<file path="config.mk">
export PLATFORM = sky130hd
export DESIGN_NAME = mips_hilo_sequencer_flat
export DESIGN_NICKNAME = d
export VERILOG_FILES = /design/src/rtl/mips_hilo_sequencer_if.sv /design/src/rtl/mips_hilo_sequencer.sv /design/src/flat_wrapper.sv
export SDC_FILE = /design/constraint.sdc
export NUM_CORES = 1
export LEC_CHECK = 0
export ABC_AREA = 1
export CELL_PAD_IN_SITES_DETAIL_PLACEMENT = 1
export CELL_PAD_IN_SITES_GLOBAL_PLACEMENT = 1
export CORE_UTILIZATION = 42
export DETAILED_ROUTE_END_ITERATION = 12
export GPL_ROUTABILITY_DRIVEN = 1
export PLACE_DENSITY = 0.8
export SYNTH_ARGS = -nofsm -noshare
export SYNTH_HDL_FRONTEND = slang
export SYNTH_SLANG_ARGS = --single-unit
</file>
<file path="constraint.sdc">
create_clock -name clk -period 3.15 [get_ports clk]
set_input_delay 0.315 -clock clk [delete_from_list [all_inputs] [get_ports clk]]
set_output_delay 0.315 -clock clk [all_outputs]
set_load 0.02 [all_outputs]
</file>
<file path="src/rtl/mips_hilo_sequencer_if.sv">
// Decode <-> HI/LO sequencer bus: issue strobe, operands, MFHI/MFLO read
// indication, and the sequencer's status and HI/LO register outputs.
interface mips_hilo_sequencer_if #(
  parameter int unsigned WIDTH = 32
);
  logic             op_valid;
  logic [2:0]       op_code;
  logic [WIDTH-1:0] op_a;
  logic [WIDTH-1:0] op_b;
  logic             hilo_read;
  logic             op_ready;
  logic             busy;
  logic             stall;
  logic [WIDTH-1:0] hi;
  logic [WIDTH-1:0] lo;

  modport master (
    output op_valid, op_code, op_a, op_b, hilo_read,
    input  op_ready, busy, stall, hi, lo
  );

  modport slave (
    input  op_valid, op_code, op_a, op_b, hilo_read,
    output op_ready, busy, stall, hi, lo
  );
endinterface

</file>
<file path="src/rtl/mips_hilo_sequencer.sv">
// Multi-cycle multiply/divide sequencer owning the MIPS HI/LO registers.
// Shift-add multiply and restoring divide run on operand magnitudes for
// WIDTH iterations, then a FIX cycle applies signs and writes HI/LO.
module mips_hilo_sequencer #(
  parameter int unsigned WIDTH = 32
) (
  input  logic                   clk,
  input  logic                   reset,
  input  logic                   clock_enable,
  mips_hilo_sequencer_if.slave   bus
);
  localparam int unsigned CW = $clog2(WIDTH);

  typedef enum logic [1:0] {IDLE, MUL, DIV, FIX} state_t;

  state_t             state;
  logic [CW-1:0]      cnt;
  // MUL: {partial product, multiplier}; DIV: {remainder, quotient}
  logic [2*WIDTH-1:0] acc;
  logic [WIDTH-1:0]   operand;   // multiplicand or divisor magnitude
  logic               is_div;
  logic               neg_q;     // negate product / quotient
  logic               neg_r;     // negate remainder
  logic [WIDTH-1:0]   hi_q;
  logic [WIDTH-1:0]   lo_q;

  logic               sign_a;
  logic               sign_b;
  logic [WIDTH-1:0]   mag_a;
  logic [WIDTH-1:0]   mag_b;
  logic [WIDTH:0]     mul_sum;
  logic [WIDTH:0]     rem_sh;
  logic [WIDTH:0]     rem_diff;
  logic [2*WIDTH-1:0] prod_fix;
  logic [WIDTH-1:0]   quo_fix;
  logic [WIDTH-1:0]   rem_fix;

  // Operand magnitudes, iteration arithmetic and sign fix-up values
  always_comb begin
    // op_code[0] clear selects the signed variant of MULT/DIV
    sign_a   = ~bus.op_code[0] & bus.op_a[WIDTH-1];
    sign_b   = ~bus.op_code[0] & bus.op_b[WIDTH-1];
    mag_a    = sign_a ? -bus.op_a : bus.op_a;
    mag_b    = sign_b ? -bus.op_b : bus.op_b;
    mul_sum  = {1'b0, acc[2*WIDTH-1:WIDTH]} + {1'b0, {WIDTH{acc[0]}} & operand};
    // 33-bit compare so a full-scale magnitude divides correctly
    rem_sh   = acc[2*WIDTH-1:WIDTH-1];
    rem_diff = rem_sh - {1'b0, operand};
    prod_fix = neg_q ? -acc : acc;
    quo_fix  = neg_q ? -acc[WIDTH-1:0] : acc[WIDTH-1:0];
    rem_fix  = neg_r ? -acc[2*WIDTH-1:WIDTH] : acc[2*WIDTH-1:WIDTH];
  end

  // Sequencer FSM, datapath and HI/LO registers
  always_ff @(posedge clk) begin
    if (reset) begin
      state   <= IDLE;
      cnt     <= '0;
      acc     <= '0;
      operand <= '0;
      is_div  <= 1'b0;
      neg_q   <= 1'b0;
      neg_r   <= 1'b0;
      hi_q    <= '0;
      lo_q    <= '0;
    end else if (clock_enable) begin
      case (state)
        IDLE: begin
          if (bus.op_valid) begin
            case (bus.op_code)
              3'b100: hi_q <= bus.op_a;
              3'b101: lo_q <= bus.op_a;
              3'b000, 3'b001: begin
                operand <= mag_a;
                acc     <= {{WIDTH{1'b0}}, mag_b};
                neg_q   <= sign_a ^ sign_b;
                neg_r   <= 1'b0;
                is_div  <= 1'b0;
                cnt     <= '0;
                state   <= MUL;
              end
              3'b010, 3'b011: begin
                is_div <= 1'b1;
                cnt    <= '0;
                if (bus.op_b == '0) begin
                  // Divide by zero: FIX writes HI = dividend, LO = all ones
                  acc   <= {bus.op_a, {WIDTH{1'b1}}};
                  neg_q <= 1'b0;
                  neg_r <= 1'b0;
                  state <= FIX;
                end else begin
                  acc     <= {{WIDTH{1'b0}}, mag_a};
                  operand <= mag_b;
                  neg_q   <= sign_a ^ sign_b;
                  neg_r   <= sign_a;
                  state   <= DIV;
                end
              end
              default: ;
            endcase
          end
        end
        MUL: begin
          acc <= {mul_sum, acc[WIDTH-1:1]};
          cnt <= cnt + 1'b1;
          if (cnt == CW'(WIDTH - 1)) state <= FIX;
        end
        DIV: begin
          if (!rem_diff[WIDTH])
            acc <= {rem_diff[WIDTH-1:0], acc[WIDTH-2:0], 1'b1};
          else
            acc <= {rem_sh[WIDTH-1:0], acc[WIDTH-2:0], 1'b0};
          cnt <= cnt + 1'b1;
          if (cnt == CW'(WIDTH - 1)) state <= FIX;
        end
        FIX: begin
          if (is_div) begin
            hi_q <= rem_fix;
            lo_q <= quo_fix;
          end else begin
            hi_q <= prod_fix[2*WIDTH-1:WIDTH];
            lo_q <= prod_fix[WIDTH-1:0];
          end
          state <= IDLE;
        end
        default: state <= IDLE;
      endcase
    end
  end

  // Status decode and HI/LO outputs
  always_comb begin
    bus.op_ready = (state == IDLE);
    bus.busy     = (state != IDLE);
    bus.stall    = (state != IDLE) & (bus.op_valid | bus.hilo_read);
    bus.hi       = hi_q;
    bus.lo       = lo_q;
  end
endmodule

</file>
<file path="src/flat_wrapper.sv">
// flat-port wrapper written by rule: the top's interface ports become plain ports
module mips_hilo_sequencer_flat 
#(
  parameter int unsigned WIDTH = 32
)
  (clk, reset, clock_enable, bus_op_valid, bus_op_code, bus_op_a, bus_op_b, bus_hilo_read, bus_op_ready, bus_busy, bus_stall, bus_hi, bus_lo);
  mips_hilo_sequencer_if #(.WIDTH(WIDTH)) bus_i ();
  input  logic clk;
  input  logic reset;
  input  logic clock_enable;
  input wire logic [$bits(bus_i.op_valid)-1:0] bus_op_valid;
  input wire logic [$bits(bus_i.op_code)-1:0] bus_op_code;
  input wire logic [$bits(bus_i.op_a)-1:0] bus_op_a;
  input wire logic [$bits(bus_i.op_b)-1:0] bus_op_b;
  input wire logic [$bits(bus_i.hilo_read)-1:0] bus_hilo_read;
  output wire logic [$bits(bus_i.op_ready)-1:0] bus_op_ready;
  output wire logic [$bits(bus_i.busy)-1:0] bus_busy;
  output wire logic [$bits(bus_i.stall)-1:0] bus_stall;
  output wire logic [$bits(bus_i.hi)-1:0] bus_hi;
  output wire logic [$bits(bus_i.lo)-1:0] bus_lo;
  assign bus_i.op_valid = bus_op_valid;
  assign bus_i.op_code = bus_op_code;
  assign bus_i.op_a = bus_op_a;
  assign bus_i.op_b = bus_op_b;
  assign bus_i.hilo_read = bus_hilo_read;
  assign bus_op_ready = bus_i.op_ready;
  assign bus_busy = bus_i.busy;
  assign bus_stall = bus_i.stall;
  assign bus_hi = bus_i.hi;
  assign bus_lo = bus_i.lo;
  mips_hilo_sequencer #(.WIDTH(WIDTH)) u_core (.clk(clk), .reset(reset), .clock_enable(clock_enable), .bus(bus_i));
endmodule
</file>
==> results <==
- Dividing the detail-routed via count by the number of cells gives 6.144.
- Detailed routing inserted a total of between 20000 and 25000 vias.
- The post-detailed-route wirelength per cell is 25.78 um.
- The cell that appears most often on the critical path is nand2_1.
- The final core utilization is roughly half.
- The first global-routing pass estimated 150.7 mm of wire.
- The violation count after the first detailed-route iteration is 2785.
- The category of the most critical setup path is reg2reg.
- In this run the power density over the cells is 420.2 nW/um2.
- The die is 211.3 um tall.
- Detailed placement finished with a half-perimeter wire length of 81.71 mm.
- Headroom to the max-slew limit came out at 34.20%.
- Port buffering added 138 buffers.
- STA classifies the critical path endpoint as a register.
- Counting flops with an async set or reset pin after synthesis yields a share of 0%.
- The switching power total is 4.357 mW.
- Traced cell by cell, the critical path runs through inv_2 -> ha_2 -> fa_1 -> inv_2 -> nand3_1 -> nand2_2 -> nand2_1 -> nand2_2 -> nand2_1 -> nand2_2 -> nand2_4 -> nand2_4 -> nand2_8 -> nand2_8 -> buf_4 -> nand2_1 -> nand3_1 -> nand2_1 -> nand2_1 -> a21oi_1.
- The family with the most delay on the worst path is simple AND/OR/NAND/NOR gates.
- At the pin with the least slew margin, the transition time is 981.0 ps.
- The clock-pin slew on the worst setup and hold paths is 80 ps.
- The number of sinks handled by clock tree synthesis is 170.
- The number of distinct library cells after synthesis is 59.
- The number of remaining DRC errors is 0.
- The number of antenna violations at the first check in global routing is 2.
- Summed over all nets, wire length on met3 after detailed routing comes to roughly 10 mm.
- The final net count is 3549.
- The total count of hold-check failures in the final report is 0.
- During synthesis, Yosys emitted a total of 0 warnings.
- The kind of launch point of the worst setup path is a register.
- In this run, synthesis produced a sequential element count of 170.
- The core region is 43170 um2.
- The number of global-route vias before repair is approximately 24000.
- The final critical-path required period is 3030 ps.
- The initial core utilization is 42.61%.
- The TritonCTS clock tree is built.
- Counting flops with a built-in enable in the synthesized netlist gives 0.
- In this run the top signal layer used is met5.
- Setup violations remaining at the end of the flow were counted as 0.
- The overall power of the completed layout is 8.992 mW.
- Of the cells placed in the final design, the portion with a size suffix greater than 1 is 7.059%.
- The number of instances in the placed design is about 4000.
- The sequential power share is between 20% and 30%.
- For the final database, setup skew stands at between 15 and 20 ps.
- The H-tree was split into 4 levels.
- The post-route setup TNS is 0 ps.
- The slack of the worst reg-to-reg path is roughly 120 ps.
- The run finished with clean final reports.
- The relative contribution of combinational cells to total power is 47.3%.
- No sink is reached through more buffers than the 2 on the longest clock path.
- The fill cell instance count of the final layout is 6320.
- The leading register cell type out of synthesis is dfxtp_1.
- Compared with the post-synthesis result, the final layout area differs by 16.33%.
- The slowest stage of the critical path belongs to the cell fa_1.
- Data arrives at the worst endpoint at between 3000 and 4000 ps.
- The aggregate global-route resource usage is 45.81%.
- The switching power share of the total is between 40% and 50%.
- The post-route non-filler standard cell count is 4000.
- Cell internal power was estimated by the tool at 4.635 mW.
- The count of antenna-violating nets left after detailed routing is 0.
- Of all nets on the critical path, the largest fanout is 10.
- The cell leakage power is 10.11 nW.
- The die is 211.3 um wide.
- The detailed-routing iteration count for the pre-antenna-repair pass is 6.
- The clock tree root buffer cell is clkbuf_16.
- The total length of routed wires is approximately 100 mm.
- The area of the die is 44640 um2.
- A synthesized cell averages 5.610 um2.
- The post-synthesis cell count is 3279.
- Summing the sequential cell areas from Yosys gives roughly 19% of the chip area.
- The met1 routed wirelength after detailed routing is 40.98 mm.
- After detailed routing, the met2 layer carries 44.22 mm of wire.
- The largest single stage delay on the critical path is ~430 ps.
- Clock latency on the worst-skew pair, taken at its later pin, is 520 ps.
- Across the run, the number of max-cap violations was 0.
- The share of total power dissipated in the clock network is approximately a quarter.
- The maximum number of pins on one net before global-route repair is 89.
- Setup repair after global routing left no endpoint under its margin.
- For this run the aggregate overflow at the end of global routing stands at 0.
- The boundary pin count is 139.
- When the netlist entered floorplanning its net count stood at 3427.
- The clock buffer count from CTS is 17.
- The final period utilization is 96.18%.
- The final worst setup slack is 120.4 ps.
- STA puts the critical path data required time at between 3000 and 4000 ps.
- At the placement stage, the worst setup path has a slack of -55.92 ps.
- The congestion estimate from routability-driven global placement came to ~1.1.
- The worst path buffer plus inverter count is 3.
- The number of max-slew violations in the final report is 0.
- After floorplanning, the core was divided into 76 placement rows.
- The type of the tightest min-delay check is reg2reg.
- Across the VDD grid, the largest voltage drop is about 0.41 mV.
- The cell area that synthesis handed to floorplanning was 18390 um2.
- The maximum clock frequency is 330.1 MHz.
## tightest hold or removal path: cells and delay by family, from the launching register on
family	cells	cell delay [ps]
AO/OA/AOI/OAI	1	60
flip-flops	1	330
AND/OR/NAND/NOR	1	60
## flip-flops by register name, summed over array words and instances (netlist names)
name	cells
u_core.state	2
u_core.cnt	5
u_core.is_div	1
u_core.operand	32
u_core.bus.hi	32
u_core.acc	64
u_core.neg_r	1
u_core.bus.lo	32
u_core.neg_q	1
## logic make-up (layout without fill, tap and decap cells)
kind of cell	count (synthesis)	after routing	synth area share, %
compound gates	651	651	19.58
other cells	0	1	0
flops	170	170	18.50
simple gates	1753	1754	41.48
xor+xnor	72	72	3.428
fa+ha+maj	76	76	5.251
buf+inv	557	691	11.75
## placed cells by master (no fill, tap or decap), types with 6 or more instances in the layout
master,instances
nor2_2,13
xnor2_1,24
a31oi_1,26
nand3b_1,15
nor4_1,14
buf_4,97
nand4_1,54
nor2_4,7
ha_1,72
a221oi_1,12
o22ai_1,22
o21ai_0,213
nor3_1,32
clkdlybuf4s50_1,137
nor2_1,358
o211ai_1,25
nand2_1,903
nand2_2,10
nand3_1,296
clkbuf_16,17
o21bai_1,9
o21ai_1,20
a21oi_1,284
o221ai_1,12
dfxtp_1,169
or2_2,16
xor2_1,48
inv_2,15
a21o_1,6
inv_1,398
## cell usage after synthesis (all sizes together), types with 17 or more instances
cell type	number	area (um2)
clkbuf	97	364.1
buf	41	222.7
o211ai	25	187.7
xnor2	24	210.2
o22ai	22	137.6
a21oi	290	1474
nor3	37	210.2
nor2	379	1514
o21ai	239	1226
nand4	56	371.6
inv	414	1557
nand2	920	3546
a31oi	26	162.7
ha	74	925.9
dfxtp	170	3403
xor2	48	420.4
nand3	305	1602
or2	17	106.4
## through the flow
stage	hold slack (ps)	cell area [um2]
CTS	496.2	21370
global placement	474.6	20730
detailed placement	485.9	20730
finish	498.9	21400
global route	535.1	21400
floorplan	447.0	18390
## routing by layer
metal	global-route usage, %	up-vias
met5	0	-
li1	-	10996
met3	11.23	304
met4	29.61	4
met1	56.78	11947
met2	70.61	1325
## layout make-up
class / count / area [um2] / area share [%]
Antenna cell: 1 / 2.502 / 0.01169
Clock buffer: 17 / 425.4 / 1.988
Clock inverter: 15 / 172.7 / 0.8069
Inverter: 419 / 1575 / 7.362
Multi-Input combinational cell: 2553 / 12880 / 60.20
Sequential cell: 170 / 3405 / 15.91
Tap cell: 585 / 732.0 / 3.421
Timing Repair Buffer: 240 / 2205 / 10.30
## worst paths after layout
check / startpoint / depth (start not counted) / to
setup reg to reg: u_core.acc[31]$_SDFFE_PP0P_ / 20 / u_core.acc[43]$_SDFFE_PP0P_
setup / recovery: u_core.acc[31]$_SDFFE_PP0P_ / 20 / u_core.acc[43]$_SDFFE_PP0P_
hold / removal: u_core.acc[30]$_SDFFE_PP0P_ / 2 / u_core.acc[30]$_SDFFE_PP0P_
hold reg to reg: u_core.acc[30]$_SDFFE_PP0P_ / 2 / u_core.acc[30]$_SDFFE_PP0P_
## what timing repair did
item,in CTS,in global routing
setup buffers,5,0
hold endpoints to repair,0,0
gates cloned,1,0
pin swaps,1,0
setup endpoints to repair,1,28
gates resized for setup,0,6
hold buffers,0,0
## power groups by stage
stage / combinational [mW] / clock [mW] / sequential, mW
floorplan: 2.53 / 0 / 2.41
global placement: 3.86 / 0 / 2.44
detailed placement: 3.97 / 0 / 2.45
CTS: 4.07 / 2.31 / 2.40
global route: 4.52 / 2.38 / 2.41
finish: 4.25 / 2.33 / 2.41
No activity file was read; power rests on OpenSTA's default activity.
